[src/rtl/sys_bridge.sv]
// sys_bridge: M-stage bus bridge. Decodes CPU accesses to two zero-wait
// timers and one slow handshaked device (wait states + timeout), and
// builds the 6-bit HWInt vector for CP0.
//
// Ports:
//   clk, reset (async, active-low)
//   PrAddr/PrWD/PrBE/PrWE/PrRE in, PrRD/PrStall/BusErr/HWInt out (CPU side)
//   tm0_we/tm1_we/tm_addr/tm_wd out, tm0_rd/tm1_rd/tm0_irq/tm1_irq in
//   dev_req/dev_we/dev_addr/dev_wd/dev_be out, dev_ack/dev_rd/dev_irq in
//   ext_int in (asynchronous external interrupt lines)
//
// Optional build macro BRIDGE_EXT_EDGE_EN: ext_int becomes edge-latched
// into a pending register, cleared through a write to byte 0x7F40.
module sys_bridge #(
    parameter int TIMEOUT     = 16,
    parameter int SYNC_STAGES = 2
) (
    input  logic        clk,
    input  logic        reset,
    input  logic [29:0] PrAddr,
    input  logic [31:0] PrWD,
    input  logic [3:0]  PrBE,
    input  logic        PrWE,
    input  logic        PrRE,
    output logic [31:0] PrRD,
    output logic        PrStall,
    output logic        BusErr,
    output logic [5:0]  HWInt,
    output logic        tm0_we,
    output logic        tm1_we,
    output logic [1:0]  tm_addr,
    output logic [31:0] tm_wd,
    input  logic [31:0] tm0_rd,
    input  logic [31:0] tm1_rd,
    input  logic        tm0_irq,
    input  logic        tm1_irq,
    output logic        dev_req,
    output logic        dev_we,
    output logic [2:0]  dev_addr,
    output logic [31:0] dev_wd,
    output logic [3:0]  dev_be,
    input  logic        dev_ack,
    input  logic [31:0] dev_rd,
    input  logic        dev_irq,
    input  logic [2:0]  ext_int
);

    typedef enum logic [1:0] {
        IDLE = 2'd0,
        WAIT = 2'd1,
        DONE = 2'd2
    } state_t;

    localparam logic [7:0] CNT_LAST = 8'(TIMEOUT - 1);

    // word-address decode
    logic tm0_hit;
    logic tm1_hit;
    logic dev_hit;

    assign tm0_hit = (PrAddr[29:2] == 28'h00007F0) && (PrAddr[1:0] != 2'd3);
    assign tm1_hit = (PrAddr[29:2] == 28'h00007F1) && (PrAddr[1:0] != 2'd3);
    assign dev_hit = (PrAddr[29:3] == 27'h00003F9);

    assign tm0_we  = PrWE & tm0_hit;
    assign tm1_we  = PrWE & tm1_hit;
    assign tm_addr = PrAddr[1:0];
    assign tm_wd   = PrWD;

    // slow-device FSM
    state_t      state_q, state_d;
    logic [7:0]  cnt_q, cnt_d;
    logic [31:0] rdata_q, rdata_d;
    logic        err_q, err_d;
    logic        launch;
    logic        fsm_stall;

    logic        lat_we;
    logic [2:0]  lat_addr;
    logic [31:0] lat_wd;
    logic [3:0]  lat_be;

    always_ff @(posedge clk or negedge reset) begin
        if (!reset) begin
            state_q <= IDLE;
            cnt_q   <= '0;
            rdata_q <= '0;
            err_q   <= 1'b0;
        end else begin
            state_q <= state_d;
            cnt_q   <= cnt_d;
            rdata_q <= rdata_d;
            err_q   <= err_d;
        end
    end

    always_comb begin
        state_d   = state_q;
        cnt_d     = cnt_q;
        rdata_d   = rdata_q;
        err_d     = err_q;
        launch    = 1'b0;
        fsm_stall = 1'b0;
        unique case (state_q)
            IDLE: begin
                if (dev_hit && (PrWE || PrRE)) begin
                    launch    = 1'b1;
                    fsm_stall = 1'b1;
                    cnt_d     = '0;
                    err_d     = 1'b0;
                    rdata_d   = '0;
                    state_d   = WAIT;
                end
            end
            WAIT: begin
                fsm_stall = 1'b1;
                // ack beats a simultaneous expiry
                if (dev_ack) begin
                    rdata_d = lat_we ? '0 : dev_rd;
                    err_d   = 1'b0;
                    cnt_d   = '0;
                    state_d = DONE;
                end else if (cnt_q == CNT_LAST) begin
                    rdata_d = '0;
                    err_d   = 1'b1;
                    cnt_d   = '0;
                    state_d = DONE;
                end else begin
                    cnt_d = cnt_q + 8'd1;
                end
            end
            DONE: begin
                // the stalled instruction is still in M; do not relaunch
                state_d = IDLE;
            end
            default: begin
                state_d = IDLE;
            end
        endcase
    end

    // request fields, held stable for the whole WAIT
    always_ff @(posedge clk or negedge reset) begin
        if (!reset) begin
            lat_we   <= 1'b0;
            lat_addr <= '0;
            lat_wd   <= '0;
            lat_be   <= '0;
        end else if (launch) begin
            lat_we   <= PrWE;
            lat_addr <= PrAddr[2:0];
            lat_wd   <= PrWD;
            lat_be   <= PrBE;
        end
    end

    assign dev_req  = (state_q == WAIT);
    assign dev_we   = lat_we;
    assign dev_addr = lat_addr;
    assign dev_wd   = lat_wd;
    assign dev_be   = lat_be;
    // IDLE stall is combinational from the bus, so mask it in reset
    assign PrStall  = reset & fsm_stall;
    assign BusErr   = (state_q == DONE) & err_q;

    // interrupt synchroniser
    logic [2:0] sync_q [SYNC_STAGES];
    logic [2:0] ext_vec;

    always_ff @(posedge clk or negedge reset) begin
        if (!reset) begin
            for (int i = 0; i < SYNC_STAGES; i++) begin
                sync_q[i] <= '0;
            end
        end else begin
            sync_q[0] <= ext_int;
            for (int i = 1; i < SYNC_STAGES; i++) begin
                sync_q[i] <= sync_q[i-1];
            end
        end
    end

`ifdef BRIDGE_EXT_EDGE_EN
    logic       clr_hit;
    logic [2:0] clr;
    logic [2:0] rise;
    logic [2:0] pending_q;

    assign clr_hit = (PrAddr == 30'h00001FD0);
    assign clr     = (clr_hit && PrWE && PrBE[0]) ? PrWD[2:0] : 3'b000;
    // rise seen one stage early so pending lands with the level latency
    assign rise    = sync_q[SYNC_STAGES-2] & ~sync_q[SYNC_STAGES-1];

    always_ff @(posedge clk or negedge reset) begin
        if (!reset) begin
            pending_q <= '0;
        end else begin
            pending_q <= (pending_q & ~clr) | rise;
        end
    end

    assign ext_vec = pending_q;
`else
    assign ext_vec = sync_q[SYNC_STAGES-1];
`endif

    assign HWInt = {ext_vec, dev_irq, tm1_irq, tm0_irq};

    // read data return
    always_comb begin
        PrRD = '0;
        if (!reset) begin
            PrRD = '0;
        end else if (state_q == DONE) begin
            PrRD = rdata_q;
        end else if (PrRE && tm0_hit) begin
            PrRD = tm0_rd;
        end else if (PrRE && tm1_hit) begin
            PrRD = tm1_rd;
        end
`ifdef BRIDGE_EXT_EDGE_EN
        else if (PrRE && clr_hit) begin
            PrRD = {29'b0, pending_q};
        end
`endif
    end

endmodule

[config.mk]
export PLATFORM = sky130hd
export DESIGN_NAME = sys_bridge
export DESIGN_NICKNAME = d
export VERILOG_FILES = /design/src/rtl/sys_bridge.sv
export SDC_FILE = /design/constraint.sdc
export NUM_CORES = 1
export LEC_CHECK = 0
export CORE_AREA = 3 3 134 97
export DETAILED_ROUTE_END_ITERATION = 16
export DIE_AREA = 0 0 137 100
export GPL_ROUTABILITY_DRIVEN = 1
export GPL_TIMING_DRIVEN = 1
export PLACE_DENSITY = 0.94
export SETUP_SLACK_MARGIN = 0.02
export SLEW_MARGIN = 20
export SYNTH_ARGS = -nofsm -noshare
export SYNTH_HDL_FRONTEND = slang
export SYNTH_SLANG_ARGS = --single-unit
[constraint.sdc]
create_clock -name clk -period 3.1 [get_ports clk]
set_input_delay 0.31 -clock clk [delete_from_list [all_inputs] [get_ports clk]]
set_output_delay 0.31 -clock clk [all_outputs]
set_load 0.01 [all_outputs]
* Word-level counts from Yosys, hierarchy flattened
Index checks and enable logic that the tools add are counted.
Widths: inputs -> output; s select.
** Storage, ports and cells
- Bits in registers :: 89
- Latch bits :: 0
- Memory bits (writable) :: 0
- ROM bits :: 0
- Bits of input ports :: 173
- Output and inout bits :: 117
- Word-level logic and storage cells :: 59
- Memories kept :: 0
** Cells by class
- Add/sub/neg operators :: 1
- Multiply operators :: 0
- Div/mod/pow operators :: 0
- $lt $le $gt $ge :: 0
- Eq/ne operators :: 9
- Shift operators :: 0
- Multiplexer cells :: 24
- Bitwise gates (word level) :: 4
- Reduce and logical (&&, ||, !) cells :: 11
** Operators by type and width (count)
- $mux 32 :: 8
- $pmux 32 s2 :: 1
- $eq 28x11->1 const B :: 2
- $eq 27x10->1 const B :: 1
- $mux 8 :: 3
- $pmux 8 s2 :: 1
- $add 8x1->8 const B :: 1
- $eq 8x4->1 const B :: 1
- $mux 2 :: 3
- $logic_and 1x1->1 :: 5
- $mux 1 :: 5
- $and 1x1->1 :: 4
- $ne 2x2->1 const B :: 2
- $pmux 1 s2 :: 2
- $pmux 2 s2 :: 1
- $reduce_and 2->1 :: 2
- $ne 3x1->1 const B :: 1
- $reduce_and 3->1 :: 1
- $eq 2x1->1 const B :: 1
- $eq 2x2->1 const B :: 1
- $logic_not 2->1 :: 1
- $reduce_bool 2->1 :: 1
- $logic_or 1x1->1 :: 1

* Depth between registers and ports, before layout
- Word-level depth :: 7
- Gate-level depth with buffers :: 6

* Least setup slack after synthesis
Ideal clock, no wire load.
- Path kind :: input -> output
- Start point :: input PrAddr[17]
- End point :: output PrRD[10]
- Arrival time :: 1.617 ns
- Path slack :: 1.173 ns
- Stages on the path :: 5
- Path through :: nor4_1 -> nand3_1 -> or3_4 -> buf_6 -> o21ai_0
** On the way
- Longest elaborated chain between the ends :: 7
- Elaborated cells on any way between the ends :: 10
- Classes of those cells :: eq/ne (2); mux (4); reduce/logical (4)
** Ends and longest elaborated chain
- from (decl) :: RTL line 20 : input logic [29:0] PrAddr,
- $eq 28x11->1 :: RTL line 62 : assign tm1_hit = (PrAddr[29:2] == 28'h00007F1) && (PrAddr[1:0] != 2'd3);
- $logic_and 1x1->1 :: RTL line 62
- $logic_and 1x1->1 :: RTL line 218 : end else if (PrRE && tm1_hit) begin
- $mux 32 :: RTL line 218
- $mux 32 (*) :: RTL line 216 : end else if (PrRE && tm0_hit) begin
- $mux 32 (*) :: RTL line 214 : end else if (state_q == DONE) begin
- $mux 32 (*) :: RTL line 212 : if (!reset) begin
- to (decl) :: RTL line 25 : output logic [31:0] PrRD,
Every way passes the cells marked *; elsewhere a longest branch is shown, timed or not.

* Worst setup path after layout
- Start point :: input PrAddr[0]
- End point :: output PrRD[8]
** On the way
- Longest elaborated chain between the ends :: 7
- Elaborated cells on any way between the ends :: 9
- Classes of those cells :: eq/ne (1); mux (4); reduce/logical (4)
** Ends and longest elaborated chain (RTL line)
- $ne 2x2->1 (*) :: 61, 62
- $logic_and 1x1->1 :: 62
- $logic_and 1x1->1 :: 218
- $mux 32 :: 218
- $mux 32 (*) :: 216
- $mux 32 (*) :: 214
- $mux 32 (*) :: 212
Marked as above.

==> impl_summary.md <==
Run status
The run finished with clean final reports.

Placement
The standard cell area after detailed placement is 7590 sq um. After legalization and detailed placement, the total HPWL measured 12700 microns. The global placer's final weighted congestion is 0.873. The number of buffer cells added on primary ports is 283.

Die
The die height is 100 microns. The floorplan step defined a die boundary enclosing 13700 sq um. The number of I/O pins is 290. In this run the core area contains 33 standard-cell rows. The area inside the core boundary is 11700 sq um. The die width is 137 microns.

The starting utilization of the core area is 42.4%.

Detailed routing
The detail route stage leaves a number of antenna-violating nets equal to 0. For this run, design rule violations remaining after detail routing come to 0. The final layout contains routed wiring with a total length of 17100 microns. The detailed router's first-iteration violation count is 226.

The routed via count divided by cell count is 5.25. The via count is 4587. The routed length per placed instance is 19.6 microns. The first detailed-routing pass ran for 5 iterations.

Clock tree
Hold repair after CTS inserted 0 buffers. The clock drives 89 sinks. The clock-pin transition on the worst setup and hold timing paths is 0.06 ns. TritonCTS built the clock tree. Counting the buffers created by CTS gives 9.

The insertion delay to the later sink of the worst-skew pair is 0.34 ns. The root cell of the clock tree is sky130_fd_sc_hd__clkbuf_16. The clock passes through at most 2 buffers. The maximum level of the CTS H-tree is 3.

Cells and area
Summing all flip-flop and latch instances after layout gives 2230 sq um. Compared with the post-synthesis result, the final layout area differs by 60.8%. The fraction of final layout cells with drive strength greater than 1 is 12.3%. The multi-input gate area in the final layout is 2260 sq um. The filler cells instantiated in the layout total 820.

The net count reported at finish is 885. With fillers left out, the area of the finished cells amounts to 7990 sq um. The diode insertion count for antenna repair is 0.

Synthesis
The mapped netlist covers 4970 sq um. The number of enable flip-flop cells after synthesis is 0. Summed over all instances, the cell type with the most area after synthesis is sky130_fd_sc_hd__dfrtp_1. Synthesis handed over a netlist of 471 instances. The proportion of netlist area held by the largest area contributor is 44.8%.

The yosys synthesis warning count is 0. The commonest cells after synthesis are sky130_fd_sc_hd__dfrtp_1 (89), sky130_fd_sc_hd__nand2_1 (74), sky130_fd_sc_hd__o21ai_0 (62). The primary flip-flop cell chosen by synthesis mapping is sky130_fd_sc_hd__dfrtp_1. Summing the sequential cell areas from Yosys gives 44.8% of the chip area. Counting flops with an async set or reset pin after synthesis yields a share of 100%. Yosys attributes the largest share of cell area to sky130_fd_sc_hd__dfrtp_1 (45%), sky130_fd_sc_hd__mux2_4 (11%), sky130_fd_sc_hd__buf_4 (6.6%), sky130_fd_sc_hd__mux2i_1 (6.4%), sky130_fd_sc_hd__o21ai_0 (6.2%). A synthesized cell averages 10.5 sq um. By instance count, the leading cell after synthesis is sky130_fd_sc_hd__dfrtp_1. The total of flip-flops plus latches after synthesis is 89. The netlist uses 45 different library cells.

The net count after synthesis is 645.

STA
Setup total negative slack on the finished layout was measured at 0 ns. The maximum clock skew at final layout is 0.00691 ns. The number of pins exceeding their max-slew limit in the final report is 0. For the pin with the worst max-slew slack, the measured transition is 0.626 ns. The minimum clock period is 3.00 ns. Setup repair after global routing left no endpoint under its margin. The hold violation total from the final report is 0. Setup violations remaining at the end of the flow were counted as 0. The maximum achievable frequency is 334 MHz. Measured against its own limit, the worst slew margin works out to 58.2%. The share of the clock period used by the worst path after layout is 96.6%.

Pwr
The worst supply voltage drop on vdd is 0.221 mV. Power spread over the standard cell area amounts to 338 nW/um^2. The total leakage power is 3.40 nW.

Setup path
The worst path required time is 2.79 ns. In this design, the stage delay of the slowest critical-path cell is 0.57 ns. The critical path arrival is 2.69 ns. The largest fanout on the critical path is 15. The worst setup path category is primary input to output port. The sort of element at the end of the critical path is an output port. The startpoint type of the worst setup path is a primary input.

Among cell families on the critical path, the largest total delay comes from buffers and inverters. The signal on the critical path passes through clkdlybuf4s50_1, a21oi_2, nand4_1, buf_4, or3_4, o21ai_0, clkdlybuf4s50_1. The slowest stage of the critical path belongs to the cell sky130_fd_sc_hd__clkdlybuf4s50_1. The worst path buffer plus inverter count is 3. Counting stages on the worst path, the most repeated cell is sky130_fd_sc_hd__clkdlybuf4s50_1.

Global route
For met1 alone, demand over resource in global routing was 27.1%. The number of global-route vias before repair is 4687. The total overflow left after global routing is 0. The first global-routing pass estimated 25100 microns of wire. The maximum number of pins on one net before global-route repair is 83. Global routing used 23.6% of the available tracks. The peak-usage layer in the global routing report is met2.

Global routing consumed, on the met2 layer, 41.7% of the routing resources. The number of antenna violations at the first check in global routing came to 0. For met3 alone, demand over resource in global routing was 7.31%.

Flow run
The tool flagged a number of max-cap violations equal to 0.

Min path
The worst hold path belongs to the class primary input to asynchronous set/reset pin.
[cells by family (layout without fill, tap and decap cells)]
group | after synthesis | after routing | share of synthesized area, %
mux | 72 | 72 | 18.3
xor+xnor | 2 | 2 | 0.353
compound gates | 115 | 115 | 14.0
fa+ha+maj | 1 | 1 | 0.252
flops | 89 | 89 | 44.8
simple gates | 115 | 117 | 11.1
buf+inv | 77 | 320 | 11.2
[state kept, by name (all words and copies together), names as in the netlist]
name and count:
dev_we 1, dev_addr 3, cnt_q 8, ext_vec 3, err_q 1, dev_wd 32
state_q 2, sync_q 3, rdata_q 32, dev_be 4
[layout make-up]
type                    instances  share of cell area, %
well taps                     157                   2.46
flip-flops and latches         89                   27.9
inverters                       6                  0.282
repair buffers                298                   37.1
multi-input cells             307                   28.3
clock inverters                 6                   1.13
clock buffers                  10                   2.87
[report_power, final]
part / total [mW] / internal (mW) / leakage, nW / switching [mW]
logic: 0.379 / 0.256 / 2.23 / 0.123
registers: 1.17 / 1.17 / 1.02 / 0.00112
clock network: 1.16 / 0.711 / 0.153 / 0.447
total: 2.70 / 2.13 / 3.40 / 0.572
[stage by stage]
stage / worst slack [ns] / instances / util, % / total power [mW] / hold WS (ns)
2_1_floorplan: 1.17 / 471 / - / 1.28 / 0.0144
3_3_place_gp: 0.140 / 853 / 64.8 / 1.55 / 0.333
3_5_place_dp: 0.0382 / 853 / 64.8 / 1.56 / 0.342
4_1_cts: 0.0479 / 869 / 67.5 / 2.73 / 0.0925
5_1_grt: 0.0272 / 873 / 68.1 / 2.81 / 0.133
6_report: 0.104 / 873 / 68.1 / 2.70 / 0.0782
[timing repair]
action,in CTS,in global routing
setup endpoints to repair,1,31
pin swaps,1,4
gates cloned,0,2
setup buffers,0,2
resized for setup,0,9
[worst paths after layout]
kind                                  from         end  slack, ns  depth (start not counted)
worst max-delay path             PrAddr[0]     PrRD[8]       0.10                          7
worst min-delay path                 reset  state_q[1]       0.08                          2
worst max register to register  state_q[1]  rdata_q[4]       0.97                          5
worst min register to register   sync_q[5]  ext_vec[2]       0.36                          0
max in group asynchronous            reset  dev_wd[18]       2.62                          2
min in group clk                 sync_q[5]  ext_vec[2]       0.36                          0
[layer usage]
layer / up-vias / routed length, microns
li1: 2109 / -
met1: 2223 / 6390
met2: 230 / 8710
met3: 25 / 1570
met4: 0 / 402
met5: - / 0
[cell usage in the layout, fill, tap and decap left out, types with 2 or more instances in the layout]
cell type	n
sky130_fd_sc_hd__o22ai_1	4
sky130_fd_sc_hd__nor4_2	4
sky130_fd_sc_hd__clkbuf_16	9
sky130_fd_sc_hd__dfrtp_1	89
sky130_fd_sc_hd__nor2_1	9
sky130_fd_sc_hd__and3_1	2
sky130_fd_sc_hd__nand3_1	4
sky130_fd_sc_hd__buf_12	2
sky130_fd_sc_hd__bufinv_16	2
sky130_fd_sc_hd__mux2i_1	32
sky130_fd_sc_hd__and4b_1	2
sky130_fd_sc_hd__o21ai_0	61
sky130_fd_sc_hd__buf_4	14
sky130_fd_sc_hd__or3_4	3
sky130_fd_sc_hd__nand2b_1	4
sky130_fd_sc_hd__a21oi_1	2
sky130_fd_sc_hd__o21ai_1	8
sky130_fd_sc_hd__inv_1	6
sky130_fd_sc_hd__mux2_4	37
sky130_fd_sc_hd__inv_6	2
sky130_fd_sc_hd__nor3_1	3
sky130_fd_sc_hd__mux2_2	3
sky130_fd_sc_hd__a22oi_1	32
sky130_fd_sc_hd__nand4_1	2
sky130_fd_sc_hd__nand2_1	74
sky130_fd_sc_hd__clkdlybuf4s50_1	281
No activity file was read; power rests on OpenSTA's default activity.
==> edit 1, RTL diff (same settings) <==
Set the parameter `SYNC_STAGES` to 4 (it was 2).
--- a/src/rtl/sys_bridge.sv
+++ b/src/rtl/sys_bridge.sv
@@ -15,3 +15,3 @@
     parameter int TIMEOUT     = 16,
-    parameter int SYNC_STAGES = 2
+    parameter int SYNC_STAGES = 4
 ) (
Formal check against the unedited RTL: not equivalent (a bounded check fails within 4 cycles, from zero or initial values and one cycle with reset low).
==> edit 1 against the original RTL <==
Non-clock buffer count rose by 4; sequential cell count rose by 6; critical path depth unchanged; first-iteration DRC count increased by 39%; design area increased by 2.0%; setup slack worse by 0.040 ns; wire length rose by 0.91%; area after synthesis rose by 0.35%; total power up 3.4%.
==> edit 1: results (changes against the original RTL) <==
Run status
  – Status: finished, final reports clean

Place
  – Hpwl dp: 12800 microns (+1.2%)
  – Placed instance area: 7710 sq um (+1.6%)
  – RD Place Congestion: 0.833 (-4.6%)

GRT
  – Initial antenna violation count: 0 (unchanged)
  – Number of global-route vias before repair: 5045 (+7.6%)
  – Largest net degree at the start of global routing: 54 (-35%)
  – Global-route wire length before repair: 26300 microns (+4.5%)
  – GRT Util Overall: 24.4% (+0.77 points)

Min path
  – Hold Crit Class: in -> async

Clock network
  – PostCTS Resize Cnt: 3 (+3)
  – Post-CTS Setup Repair Bufs: 2 (+2)
  – CTS Root Cell: clkbuf_16

Drt
  – 1st-pass router iterations: 5 (unchanged)
  – DRT iter0 DRCs: 315 (+39%)
  – Wirelength, routed: 17200 microns (+0.91%)
  – Via/cell ratio: 5.40 (+2.8%)

Critical path
  – Delay-heaviest family, CP: buffers and inverters
  – Slowest CP cell: or4_4
  – CP max stage delay: 0.65 ns (+0.08 ns)
  – Critical path fanouts, max: 8 (-7)
  – WP data arrival: 2.73 ns (+0.04 ns)
  – R2R Setup Slk: 0.76 ns (-0.21 ns)

Final layout
  – Ant. Diodes: 0 (unchanged)
  – Layout cells sized above 1: 12.4% (+0.090 points)
  – Filler Cells Inserted: 852 (+3.9%)
  – Final net count: 905 (+2.3%)

STA
  – Max-Slew Margin vs Limit: 28.7% (-30 points)
  – Worst clock skew: 0.00811 ns (+0.00120 ns)

Synth
  – Syn nets: 657 (+1.9%)
  – Seq/Total Area, Yosys: 47.7% (+2.9 points)
  – Commonest register cell after synthesis: dfrtp_1
  – Top cells by count, synth: dfrtp_1, buf_4, inv_1, mux2_2, o21ai_0
  – Top post-synthesis cells by area: dfrtp_1, mux2_2, mux2i_1
  – Synth unique cells: 48 (+6.7%)
  – Yosys warnings: 0 (unchanged)

Power
  – Peak supply drop: 0.000276 V (+25%)
  – Leak pwr: 3.80 nW (+12%)
-- edit 1: cell families after synthesis --
logic type      after synthesis  synth area share (%)
simple gates                 88                  10.1
flops                        95                  47.7
fa+ha+maj                     1                 0.251
buf+inv                     106                  11.4
compound gates              118                  14.5
mux                          75                  16.1
-- edit 1: layout make-up --
type	instances	share of cell area (%)
clock buffer	9	2.76
clock inverter	6	0.829
inverter	38	1.75
multi-input combinational	285	25.9
sequential	95	29.2
tap	157	2.41
timing repair buffer	302	37.2
-- edit 1: worst paths after layout --
kind,from,endpoint,cells past startpoint
max,PrAddr[23],PrRD[19],7
max reg2reg,state_q[1],dev_wd[24],6
min in group clk,sync_q[3],ext_vec[0],0
max in group asynchronous,reset,state_q[0],3
min,reset,rdata_q[5],2
min reg2reg,sync_q[3],ext_vec[0],0
-- edit 1: metrics by stage --
step | utilization (%) | instances | setup slack (ns) | hold slack (ns)
2_1_floorplan | - | 483 | 0.979 | 0.0144
3_3_place_gp | 65.8 | 867 | -0.00839 | 0.334
3_5_place_dp | 65.8 | 867 | -0.0824 | 0.337
4_1_cts | 68.6 | 886 | 0.0339 | 0.0854
5_1_grt | 69.5 | 892 | -0.00870 | 0.113
6_report | 69.5 | 892 | 0.0644 | 0.0736
-- edit 1: where the power goes --
| part | leakage [nW] | internal [mW] | switching (mW) |
|---|---|---|---|
| registers | 1.26 | 1.27 | 0.0207 |
| logic | 2.40 | 0.264 | 0.137 |
| clock network | 0.138 | 0.625 | 0.479 |
-- edit 1: metal layers --
metal | GRT usage (%) | share of wire (%)
met5 | 0 | 0
met4 | 6.06 | 1.8
met3 | 5.86 | 6.7
met2 | 44.6 | 54
met1 | 28.8 | 38
==> edit 2, RTL diff (config.mk and constraints unchanged) <==
Without the edit above. Encoding of `state_t`: now one-hot (3 bits for 3 states).
--- a/src/rtl/sys_bridge.sv
+++ b/src/rtl/sys_bridge.sv
@@ -47,6 +47,6 @@
 
-    typedef enum logic [1:0] {
-        IDLE = 2'd0,
-        WAIT = 2'd1,
-        DONE = 2'd2
+    typedef enum logic [2:0] {
+        IDLE = 3'b001,
+        WAIT = 3'b010,
+        DONE = 3'b100
     } state_t;
Function: same outputs for any inputs over 4 cycles, from zero or initial values and one cycle with reset low; so few cycles prove little.
==> edit 2 against the original RTL <==
Sequential share of layout area grew 1.4 points; sequential power grew 3%; sequential cell count is 1 higher; critical path depth is 1 higher; clock power decreased by 5%; wire length is 10% lower; design area is 3.8% lower; total power up 0.42%; area after synthesis is 6.6% lower; first-iteration DRC count down 27%; non-clock buffer count is 3 lower; setup slack got worse by 0.068 ns; critical path type unchanged; largest power group unchanged.
==> edit 2: results (changes against the original RTL) <==
Critical path
  – Reg-to-Reg Start: state_q[0]
  – Critical path fanouts, max: 32 (+17)
  – WP data arrival: 2.75 ns (+0.06 ns)
  – Worst reg2reg path depth: 6 (+1)
  – CP Launch Point: PrAddr[13]

Synth
  – Syn nets: 598 (-7.3%)
  – Seq/Total Area, Yosys: 48.5% (+3.7 points)
  – Synth unique cells: 40 (-11%)
  – Top cells by count, synth: dfrtp_1, o21ai_0, buf_4, mux2_2, nand2_1
  – Top post-synthesis cells by area: dfrtp_1, mux2_2, mux2i_1

Run status
  – Status: finished, final reports clean

Place
  – Hpwl dp: 12200 microns (-3.7%)
  – RD Place Congestion: 0.819 (-6.2%)

Final layout
  – Layout cells sized above 1: 11.5% (-0.82 points)
  – Final net count: 840 (-5.1%)

GRT
  – GRT Util Overall: 21.7% (-1.9 points)
  – Number of global-route vias before repair: 4408 (-6.0%)
  – Largest net degree at the start of global routing: 61 (-27%)
  – Global-route wire length before repair: 23300 microns (-7.4%)

Power
  – Leak pwr: 3.32 nW (-2.2%)
  – Peak supply drop: 0.000270 V (+22%)

Min path
  – Hold Crit Class: reg -> reg
  – Hold path depth: 0
  – Hold Crit Start: sync_q[4]

Clock network
  – Clock transition at path regs: 0.07 ns
  – Clk_lat worst skew: 0.34 ns (about the same)
  – CTS Buffer Depth: 2 (unchanged)

Drt
  – Via count: 4233 (-7.7%)
  – 1st-pass router iterations: 4 (-1)
  – Per-cell routed wire length: 18.5 microns (-5.2%)
  – DRT iter0 DRCs: 165 (-27%)

STA
  – Worst clock skew: 0.00638 ns (-0.000536 ns)
  – Actual slew at the worst max-slew pin: 0.697 ns (+0.0705 ns)
-- edit 2: cell types whose count changed after synthesis, sizes merged, moves of 4 or more --
cell,change
nor2,-4
a22oi,-32
and2,+32
o21ai,-27
clkbuf,+4
buf,-11
nand2b,-4
nand2,-36
o22ai,-4
inv,-4
a22o,+34
-- edit 2: metal layers --
layer  up-vias  global-route usage, %  routed length [microns]
met1      2085                   24.8                     5830
met3        23                   5.56                     1130
met5         -                      0                        0
met2       162                   40.2                     8140
li1       1963                      -                        -
met4         0                   5.83                      251
-- edit 2: worst paths after layout --
check | endpoint | slack [ns]
max | PrRD[19] | 0.04
min | ext_vec[1] | 0.35
max reg2reg | rdata_q[10] | 0.75
min reg2reg | ext_vec[1] | 0.35
max in group asynchronous | dev_wd[16] | 1.62
min in group asynchronous | dev_wd[23] | 0.51
-- edit 2: metrics by stage --
stage               setup slack, ns  cell area (sq um)  util, %  instances
global placement             0.0411               7370     62.9        811
detailed placement          -0.0174               7370     62.9        811
CTS                          0.0275               7690     65.6        828
global route                 -0.146               7690     65.6        828
floorplan                     0.907               4640        -        424
finish                       0.0363               7690     65.6        828
-- edit 2: power breakdown --
part           switching [mW]  leakage [nW]  internal (mW)  total [mW]
registers              0.0142          1.21           1.20        1.21
logic                   0.126          1.97          0.270       0.397
clock network           0.472         0.146          0.632        1.10
-- edit 2: critical path, stage by stage --
cell	delay [ns]
clkdlybuf4s50_1	0.40
or4b_4	0.54
nor4_4	0.27
nand4_1	0.14
buf_6	0.20
o21ai_0	0.18
and2_1	0.16
clkdlybuf4s50_1	0.53
-- edit 2: cells by family after synthesis --
kind of cell	synth area share, %
compound gates	12.2
flops	48.5
simple gates	13.1
fa+ha+maj	0.269
xor+xnor	0.189
buf+inv	9.16
mux	16.6
-- edit 2: timing repair --
action | in CTS | in global routing
endpoints found under the setup margin | 6 | 32
hold buffers | 1 | 0
resized for setup | 2 | 6
pin swaps | 0 | 1
hold endpoints to repair | 23 | 0
-- edit 2: final cells by class --
cell class	instances	area [sq um]
Clock buffer	9	225
Fill cell	903	4040
Inverter	2	7.51
Clock inverter	7	77.6
Tap cell	157	196
Multi-Input combinational cell	268	1980
Sequential cell	90	2250
Timing Repair Buffer	295	2950
